`src/rtl/keypad_scanner.sv`:
```
// 4x4 matrix keypad scanner: strobes columns one at a time, reads the rows, and
// debounces whole-matrix frames into one hex key code per physical press.
module keypad_scanner #(
  parameter int SCAN_DIV       = 125000,
  parameter int DEBOUNCE_SCANS = 5
) (
  input  logic       clk,
  input  logic       rst,
  input  logic [3:0] row,
  output logic [3:0] col,
  output logic [3:0] key_code,
  output logic       key_valid,
  output logic       key_down
);

  localparam int DIV_W = $clog2(SCAN_DIV);
  localparam int CNT_W = $clog2(DEBOUNCE_SCANS + 1);
  localparam logic [DIV_W-1:0] DIV_LAST = DIV_W'(SCAN_DIV - 1);
  localparam logic [CNT_W-1:0] CNT_DONE = CNT_W'(DEBOUNCE_SCANS);

  typedef enum logic [1:0] {IDLE, PRESS_CHK, HELD, RELEASE_CHK} state_t;

  logic [3:0]       row_m_q, row_s_q;
  logic [DIV_W-1:0] div_q;
  logic [1:0]       col_idx_q;
  logic [1:0]       acc_cnt_q;
  logic [3:0]       acc_code_q;
  state_t           state_q, state_d;
  logic [3:0]       cand_q, cand_d;
  logic [CNT_W-1:0] cnt_q, cnt_d;
  logic [3:0]       code_q, code_d;
  logic             down_q, down_d;
  logic             valid_q, valid_d;

  logic       slot_end, frame_end;
  logic [2:0] hits, sum;
  logic [1:0] first_r;
  logic [1:0] frame_cnt;
  logic [3:0] frame_code;
  logic [CNT_W-1:0] cnt_inc;

  function automatic logic [3:0] key_map(input logic [1:0] c, input logic [1:0] r);
    case ({c, r})
      4'h0: return 4'h1;
      4'h1: return 4'h4;
      4'h2: return 4'h7;
      4'h3: return 4'h0;
      4'h4: return 4'h2;
      4'h5: return 4'h5;
      4'h6: return 4'h8;
      4'h7: return 4'hF;
      4'h8: return 4'h3;
      4'h9: return 4'h6;
      4'hA: return 4'h9;
      4'hB: return 4'hE;
      4'hC: return 4'hA;
      4'hD: return 4'hB;
      4'hE: return 4'hC;
      default: return 4'hD;
    endcase
  endfunction

  assign slot_end  = (div_q == DIV_LAST);
  assign frame_end = slot_end && (col_idx_q == 2'd3);

  // Merge the current column sample into the running frame; the descending loop
  // leaves the lowest pressed row in first_r.
  always_comb begin
    hits    = '0;
    first_r = '0;
    for (int r = 3; r >= 0; r--) begin
      if (!row_s_q[r]) begin
        hits    = hits + 3'd1;
        first_r = 2'(r);
      end
    end
    sum        = {1'b0, acc_cnt_q} + hits;
    frame_cnt  = (sum >= 3'd2) ? 2'd2 : sum[1:0];
    frame_code = (acc_cnt_q == 2'd0 && hits != 3'd0) ? key_map(col_idx_q, first_r) : acc_code_q;
  end

  always_ff @(posedge clk or posedge rst) begin
    if (rst) begin
      row_m_q    <= 4'b1111;
      row_s_q    <= 4'b1111;
      div_q      <= '0;
      col_idx_q  <= '0;
      acc_cnt_q  <= '0;
      acc_code_q <= '0;
    end else begin
      row_m_q <= row;
      row_s_q <= row_m_q;
      if (slot_end) begin
        div_q     <= '0;
        col_idx_q <= col_idx_q + 2'd1;
        if (col_idx_q == 2'd3) begin
          acc_cnt_q  <= '0;
          acc_code_q <= '0;
        end else begin
          acc_cnt_q  <= frame_cnt;
          acc_code_q <= frame_code;
        end
      end else begin
        div_q <= div_q + 1'b1;
      end
    end
  end

  always_ff @(posedge clk or posedge rst) begin
    if (rst) begin
      state_q <= IDLE;
      cand_q  <= '0;
      cnt_q   <= '0;
      code_q  <= '0;
      down_q  <= 1'b0;
      valid_q <= 1'b0;
    end else begin
      state_q <= state_d;
      cand_q  <= cand_d;
      cnt_q   <= cnt_d;
      code_q  <= code_d;
      down_q  <= down_d;
      valid_q <= valid_d;
    end
  end

  assign cnt_inc = cnt_q + 1'b1;

  // Debounce runs once per frame; valid_d is only ever set on a frame edge,
  // so key_valid is a single-cycle pulse at most once per frame.
  always_comb begin
    state_d = state_q;
    cand_d  = cand_q;
    cnt_d   = cnt_q;
    code_d  = code_q;
    down_d  = down_q;
    valid_d = 1'b0;
    if (frame_end) begin
      case (state_q)
        IDLE: begin
          if (frame_cnt == 2'd1) begin
            cand_d = frame_code;
            cnt_d  = CNT_W'(1);
            if (CNT_DONE == CNT_W'(1)) begin
              state_d = HELD;
              code_d  = frame_code;
              down_d  = 1'b1;
              valid_d = 1'b1;
            end else begin
              state_d = PRESS_CHK;
            end
          end
        end
        PRESS_CHK: begin
          if (frame_cnt == 2'd1 && frame_code == cand_q) begin
            cnt_d = cnt_inc;
            if (cnt_inc == CNT_DONE) begin
              state_d = HELD;
              code_d  = cand_q;
              down_d  = 1'b1;
              valid_d = 1'b1;
            end
          end else if (frame_cnt == 2'd1) begin
            cand_d = frame_code;
            cnt_d  = CNT_W'(1);
          end else begin
            state_d = IDLE;
          end
        end
        HELD: begin
          if (frame_cnt == 2'd0) begin
            cnt_d = CNT_W'(1);
            if (CNT_DONE == CNT_W'(1)) begin
              state_d = IDLE;
              down_d  = 1'b0;
            end else begin
              state_d = RELEASE_CHK;
            end
          end
        end
        default: begin
          if (frame_cnt == 2'd0) begin
            cnt_d = cnt_inc;
            if (cnt_inc == CNT_DONE) begin
              state_d = IDLE;
              down_d  = 1'b0;
            end
          end else begin
            state_d = HELD;
          end
        end
      endcase
    end
  end

  assign col       = ~(4'b0001 << col_idx_q);
  assign key_code  = code_q;
  assign key_valid = valid_q;
  assign key_down  = down_q;

endmodule

```
`config.mk`:
```
export PLATFORM = sky130hd
export DESIGN_NAME = keypad_scanner
export DESIGN_NICKNAME = d
export VERILOG_FILES = /design/src/rtl/keypad_scanner.sv
export SDC_FILE = /design/constraint.sdc
export NUM_CORES = 1
export LEC_CHECK = 0
export ABC_AREA = 1
export CORE_MARGIN = 1.5
export CORE_UTILIZATION = 44
export CTS_BUF_LIST = sky130_fd_sc_hd__clkbuf_4
export DETAILED_ROUTE_END_ITERATION = 12
export DONT_BUFFER_PORTS = 1
export HOLD_SLACK_MARGIN = 0.12
export PLACE_DENSITY_LB_ADDON = 0.2
export REMOVE_ABC_BUFFERS = 1
export SLEW_MARGIN = 20
export SYNTH_ARGS = -nofsm -noshare
export SYNTH_HDL_FRONTEND = slang
export SYNTH_SLANG_ARGS = --single-unit
```
`constraint.sdc`:
```
create_clock -name clk -period 5.8 [get_ports clk]
set_input_delay 1.16 -clock clk [delete_from_list [all_inputs] [get_ports clk]]
set_output_delay 1.16 -clock clk [all_outputs]
set_load 0.05 [all_outputs]
```
**Word-level counts from Yosys, hierarchy flattened**

Memory sizes are Yosys's and may differ from the RTL's.
Index checks and enable logic that the tools add are counted.

- Input port bits: 6
- Memories kept: 1
- Word-level logic and storage cells: 92
- Flip-flop bits (word level): 48
- Output and inout bits: 10
- ROM bits: 64

- Reduce and logical (&&, ||, !) cells: 16
- Bitwise gates (word level): 2
- Shifts and indexed selects: 1
- Add/sub/neg operators: 7
- Mux-type cells: 38
- Equal/unequal tests: 14
- $lt $le $gt $ge: 1

Memories:

| memory | words | width | read ports | clocked after memory_dff | wr ports | RTL line | RTL |
|---|---|---|---|---|---|---|---|
| (name not given) | 16 | 4 | 1 | 0 | 0 | 43 | `case ({c, r})` |

Operator list:

| kind | count |
|---|---|
| $mux W2 | 13 |
| $mux W3 | 7 |
| $add A17 B1 Y17 const B | 1 |
| $eq A17 B17 Y1 const B | 1 |
| $mux W17 | 1 |
| $mux W4 | 4 |
| $add A3 B1 Y3 const B | 4 |
| $mux W1 | 9 |
| $pmux W3 S3 | 1 |
| $ne A2 B2 Y1 const B | 4 |
| $pmux W4 S2 | 1 |
| $logic_not A2 Y1 | 3 |
| $ne A3 B3 Y1 const B | 2 |
| $pmux W2 S3 | 1 |
| $reduce_and A3 Y1 | 2 |
| $reduce_and A6 Y1 | 1 |
| $reduce_bool A3 Y1 | 2 |
| $ne A5 B2 Y1 const B | 1 |
| $reduce_and A5 Y1 | 1 |
| $eq A2 B1 Y1 const B | 2 |
| $eq A2 B2 Y1 const B | 2 |
| $eq A4 B4 Y1 | 1 |
| $not A4 Y4 | 1 |
| $reduce_and A4 Y1 | 1 |
| other kinds (10) | 13 |

**Depth between registers and ports, before layout**

- Depth after elaboration: 15
- Gate-level depth with buffers: 24
- Depth with buffers taken out: 24

**Worst setup path after synthesis**

No wires, ideal clock.

- Kind: register -> register
- From: reg row_s_q[2]
- To: reg code_q[0] (netlist: key_code[0])
- Stages on the path, launching flop included: 21
- Slack: 2.487 ns
- Data arrival time: 3.194 ns
- Clock period less this slack: 3.313 ns
- Buffers on the path: 0
- Setup time: 0.120 ns
- Data required time: 5.680 ns
- Cells stage by stage: dfstp_2 -> inv_1 -> ha_1 -> inv_1 -> nand2_1 -> nand2_1 -> ha_1 -> or2_1 -> nand2_2 -> inv_1 -> fa_1 -> a21oi_1 -> o21ai_1 -> nor2_4 -> inv_1 -> nor2_2 -> nand3_4 -> nor2_4 -> inv_2 -> nand2_1 -> o21ai_2

- Cells in the longest elaborated chain, start to end: 11
- Elaborated cells on any way between the ends: 19
- Those cells by class: add/sub: 3; order compare: 1; eq/ne: 2; mux: 8; reduce/logical: 4; memory: 1

RTL lines:

| element | RTL line | RTL |
|---|---|---|
| from (decl) | 23 | `logic [3:0] row_m_q, row_s_q;` |
| from (signal assigned) | 92 | `row_s_q <= row_m_q;` |
| $mux W3 | 72 | `if (!row_s_q[r]) begin` |
| $add A3 B1 Y3 | 73 | `hits = hits + 3'd1;` |
| $mux W3 | 72 |  |
| $add A3 B1 Y3 | 73 |  |
| $mux W3 | 72 |  |
| $add A2 B3 Y3 or $reduce_bool A3 Y1 (tied branches) | 77, 79 |  |
| $ge A3 B2 Y1 or $logic_and A1 B1 Y1 (tied branches) | 78, 79 |  |
| $mux W2 or $mux W4 (tied branches) | 78, 79 |  |
| $eq A2 B1 Y1 or $eq A4 B4 Y1 (tied branches) | 155 | `if (frame_cnt == 2'd1 && frame_code == cand_q) begin` |
| $logic_and A1 B1 Y1 * | 155 |  |
| $reduce_and A4 Y1 (no source line) * | n/a |  |
| to (signal assigned) | 121 | `code_q <= code_d;` |
| to (decl) | 31 | `logic [3:0] code_q, code_d;` |

Every way passes the cells marked *; elsewhere a longest branch is shown, timed or not.
A chain may end at the register's enable or synchronous reset.

**Worst setup path after layout**

- From: reg row_s_q[2]
- To: reg code_q[2] (netlist: key_code[2])

The elaborated chain is that of the path after synthesis.

==> impl_metrics.yaml <==
status:
  status: "finished, violations left"
  violations: "design-rule violations"
power:
  power_frac_clock_pct: 38.1
  internal_power_mw: 0.498
  powerDensity_nw_per_um2: 214
  swShare_pct: 26.1
  power.leakage_nw: 1.57
  p_seq_share_pct: 50.9
  p_sw_mw: 0.176
  share_comb_of_total_power_pct: 11.0
  vdd_drop_max_mv: 0.0870
setup_path:
  startpoint: "row_s_q[2]$_DFF_PP1_"
  cpLargestDelayFamily: "simple AND/OR/NAND/NOR gates"
  crit_fanout: 6
  rr_endpoint: "key_code[2]$_DFFE_PP0P_"
  timing_worst_setup_path_type: "reg -> reg"
  startpoint_type: "register"
  critPathMaxStageDelay_ns: 0.59
  endpoint: "key_code[2]$_DFFE_PP0P_"
  cp-end-kind: "register"
  path_buf_inv: 5
  crit_chain: "inv_1 > ha_1 > inv_1 > nand2_1 > nand2_1 > ha_1 > or2_1 > nand2_2 > inv_1 > fa_1 > a21oi_1 > o21ai_1 > nor2_4 > inv_1 > nor2_2 > nand3_4 > nor2_4 > inv_2 > nand2_1 > o21ai_2"
  cp_num_cells: 20
  cpMostUsedCell: "inv_1"
  crit_arrival_ns: 3.91
  cp_slowest_cell: "dfstp_2"
  critPathRequiredTime_ns: 6.09
  reg2reg_slack_ns: 2.18
  reg2reg_depth: 20
  r2r-start: "row_s_q[2]$_DFF_PP1_"
layout:
  stdcell_count: 462
  fin_nets: 410
  fillers: 619
  num_antenna_cells: 0
  drive_gt1_share_pct: 10.6
  layout_common_cells: "nand2_1, inv_1, dfrtp_1, nand3_1, nor2_1"
  layout_commonest_cell: "nand2_1"
  syn_to_final_growth_pct: 5.99
cts:
  numCtsBuffers: 5
  cts.clk_slew.worst_paths_ns: 0.16
  cts_resized: 0
  cts_root_buf: "clkbuf_4"
  cts_num_sinks: 48
  h-tree-depth: 2
  hold_buffers: 0
  cts_setup_buffers: 0
  clockBufferDepth: 2
  cts_tree: "yes"
  clock_latency_ns: 0.38
global_routing:
  antenna_found_initial: 0
  grt_use_total_pct: 17.4
  grt_pass1_wl_um: 10200
  grt_pass1_vias: 2269
  grtUsageMet1_pct: 22.8
  use_met2_pct: 28.9
  busiest_layer: "met2"
  grt_max_degree: 49
  use_met3_pct: 3.02
  grt_overflow: 0
route:
  vias_per_cell: 5.18
  drt_iter0_drc: 101
  postRouteAntennaNets: 0
  wl_um: 5720
  routedWlPerCell_um: 12.4
  drc_errors: 2
  dr.pass1.iters: 9
  vias: 2394
yosys:
  synth_ff_type: "dfrtp_1"
  syn-cell-area_um2: 2970
  synth_edf_count: 0
  syn_area_per_cell_um2: 7.81
  ys_types: 40
  synthCells: 380
  seq_area_frac_synth_pct: 40.8
  yosys_warnings: 0
  async_reset_ff_share_pct: 100
  synth_seq_cells: 48
placement:
  place_congestion: 0.817
  dp_cells: 454
  port_buffers: 0
  hpwl_um: 4280
job:
  drv_cap: 0
sta:
  relSlewSlack_pct: 44.9
  hold_viol: 0
  drv_slew: 0
  setup-violations-final: 0
  fin_tns_setup_ns: 0
  rsz0062_at_grt: "no"
  post-route-period-util_pct: 62.4
  fin_skew_ns: 0.0105
  clock.fmax_mhz: 276
  fin_crit_ns: 3.62
  tightest_slew_ns: 0.825
floorplanning:
  coreArea_um2: 6420
  die_area_um2: 7250
  die_h_um: 85.1
  num_rows: 29
  initial_core_util_pct: 46.2
  ios: 16
  die_w_um: 85.1
hold_path:
  hold_path_class: "reg -> reg"
-- flip-flops by register name, summed over array words and instances (netlist names), 3 cells and up --
signal	flops
row_m_q	4
cand_q	4
acc_code_q	4
div_q	17
cnt_q	3
row_s_q	4
key_code	4
-- power by group through the flow --
stage | logic (mW) | clock network [mW] | registers [mW]
after floorplan | 0.0604 | 0 | 0.348
after global placement | 0.0723 | 0 | 0.349
after detailed placement | 0.0741 | 0 | 0.349
after CTS | 0.0746 | 0.262 | 0.343
after global routing | 0.0853 | 0.279 | 0.344
final | 0.0738 | 0.257 | 0.343
-- worst min-delay path by stage --
| stage | startpoint | end | slack, ns | cells past startpoint |
|---|---|---|---|---|
| final | row_m_q[3]$_DFF_PP1_ | row_s_q[3]$_DFF_PP1_ | 0.37 | 0 |
| after CTS | row_m_q[3]$_DFF_PP1_ | row_s_q[3]$_DFF_PP1_ | 0.37 | 0 |
| after floorplan | row_m_q[0]$_DFF_PP1_ | row_s_q[0]$_DFF_PP1_ | 0.35 | 0 |
| after detailed placement | row_m_q[3]$_DFF_PP1_ | row_s_q[3]$_DFF_PP1_ | 0.35 | 0 |
| after global routing | row_m_q[2]$_DFF_PP1_ | row_s_q[2]$_DFF_PP1_ | 0.37 | 0 |
| after global placement | row_m_q[2]$_DFF_PP1_ | row_s_q[2]$_DFF_PP1_ | 0.35 | 0 |
-- per-layer routing --
layer / up-vias / wire length, um
met2: 28 / 2710
met1: 1127 / 2740
met3: 10 / 172
li1: 1229 / -
met5: - / 0
met4: 0 / 103
-- worst reg2reg max path: cells and delay by family, from the launching register on --
| kind | cells | cell delay (ns) |
|---|---|---|
| AOI/OAI and AO/OA | 3 | 0.32 |
| and+or+nand+nor | 9 | 1.16 |
| DFF | 1 | 0.59 |
| buffers and inverters | 5 | 0.40 |
| adders and majority gates | 3 | 1.07 |
-- logic make-up after synthesis --
family / after synthesis / synth area share (%)
and+or+nand+nor: 187 / 30.2
adders and majority gates: 20 / 8.68
xor gates and xnor gates: 5 / 1.48
buffers and inverters: 75 / 10.1
DFF: 48 / 40.8
AOI/OAI and AO/OA: 45 / 8.73
-- metrics by stage --
| step | hold WS, ns | util [%] | setup slack, ns | cell area (um^2) | power (mW) |
|---|---|---|---|---|---|
| 2_1_floorplan | 0.345 | - | 2.49 | 2940 | 0.409 |
| 3_3_place_gp | 0.347 | 47.3 | 2.32 | 3040 | 0.421 |
| 3_5_place_dp | 0.347 | 47.3 | 2.22 | 3040 | 0.423 |
| 4_1_cts | 0.368 | 49.0 | 2.19 | 3140 | 0.680 |
| 5_1_grt | 0.372 | 49.0 | 1.86 | 3150 | 0.708 |
| 6_report | 0.367 | 49.0 | 2.18 | 3150 | 0.674 |
-- final cells by class --
class / count / area, um^2 / area share [%]
clock buffer: 5 / 37.5 / 1.19
clock inverter: 3 / 68.8 / 2.19
inverter: 72 / 274 / 8.71
multi-input combinational: 257 / 1460 / 46.3
sequential: 48 / 1210 / 38.5
tap: 77 / 96.3 / 3.06
-- synthesized netlist by cell type, types with 2 or more instances --
| cell | n | area (um^2) |
|---|---|---|
| nand2_1 | 92 | 345 |
| inv_1 | 67 | 251 |
| dfrtp_1 | 40 | 1000 |
| nand3_1 | 31 | 155 |
| nor2_1 | 24 | 90.1 |
| ha_1 | 19 | 238 |
| o21ai_0 | 16 | 80.1 |
| a21oi_1 | 12 | 60.1 |
| dfstp_2 | 8 | 210 |
| nand4_1 | 7 | 43.8 |
| nand2_2 | 6 | 37.5 |
| nor4_1 | 6 | 37.5 |
| nor3_1 | 5 | 25.0 |
| nor2_4 | 4 | 45.0 |
| o22ai_1 | 4 | 25.0 |
| xor2_1 | 4 | 35.0 |
| a31oi_1 | 3 | 18.8 |
| inv_2 | 3 | 11.3 |
| nand3b_1 | 3 | 22.5 |
| a211oi_1 | 2 | 15.0 |
| buf_6 | 2 | 22.5 |
| nand3_4 | 2 | 35.0 |
| o21ai_1 | 2 | 10.0 |
| o21ai_2 | 2 | 17.5 |
Note: power is estimated with default switching activity, not from simulation.
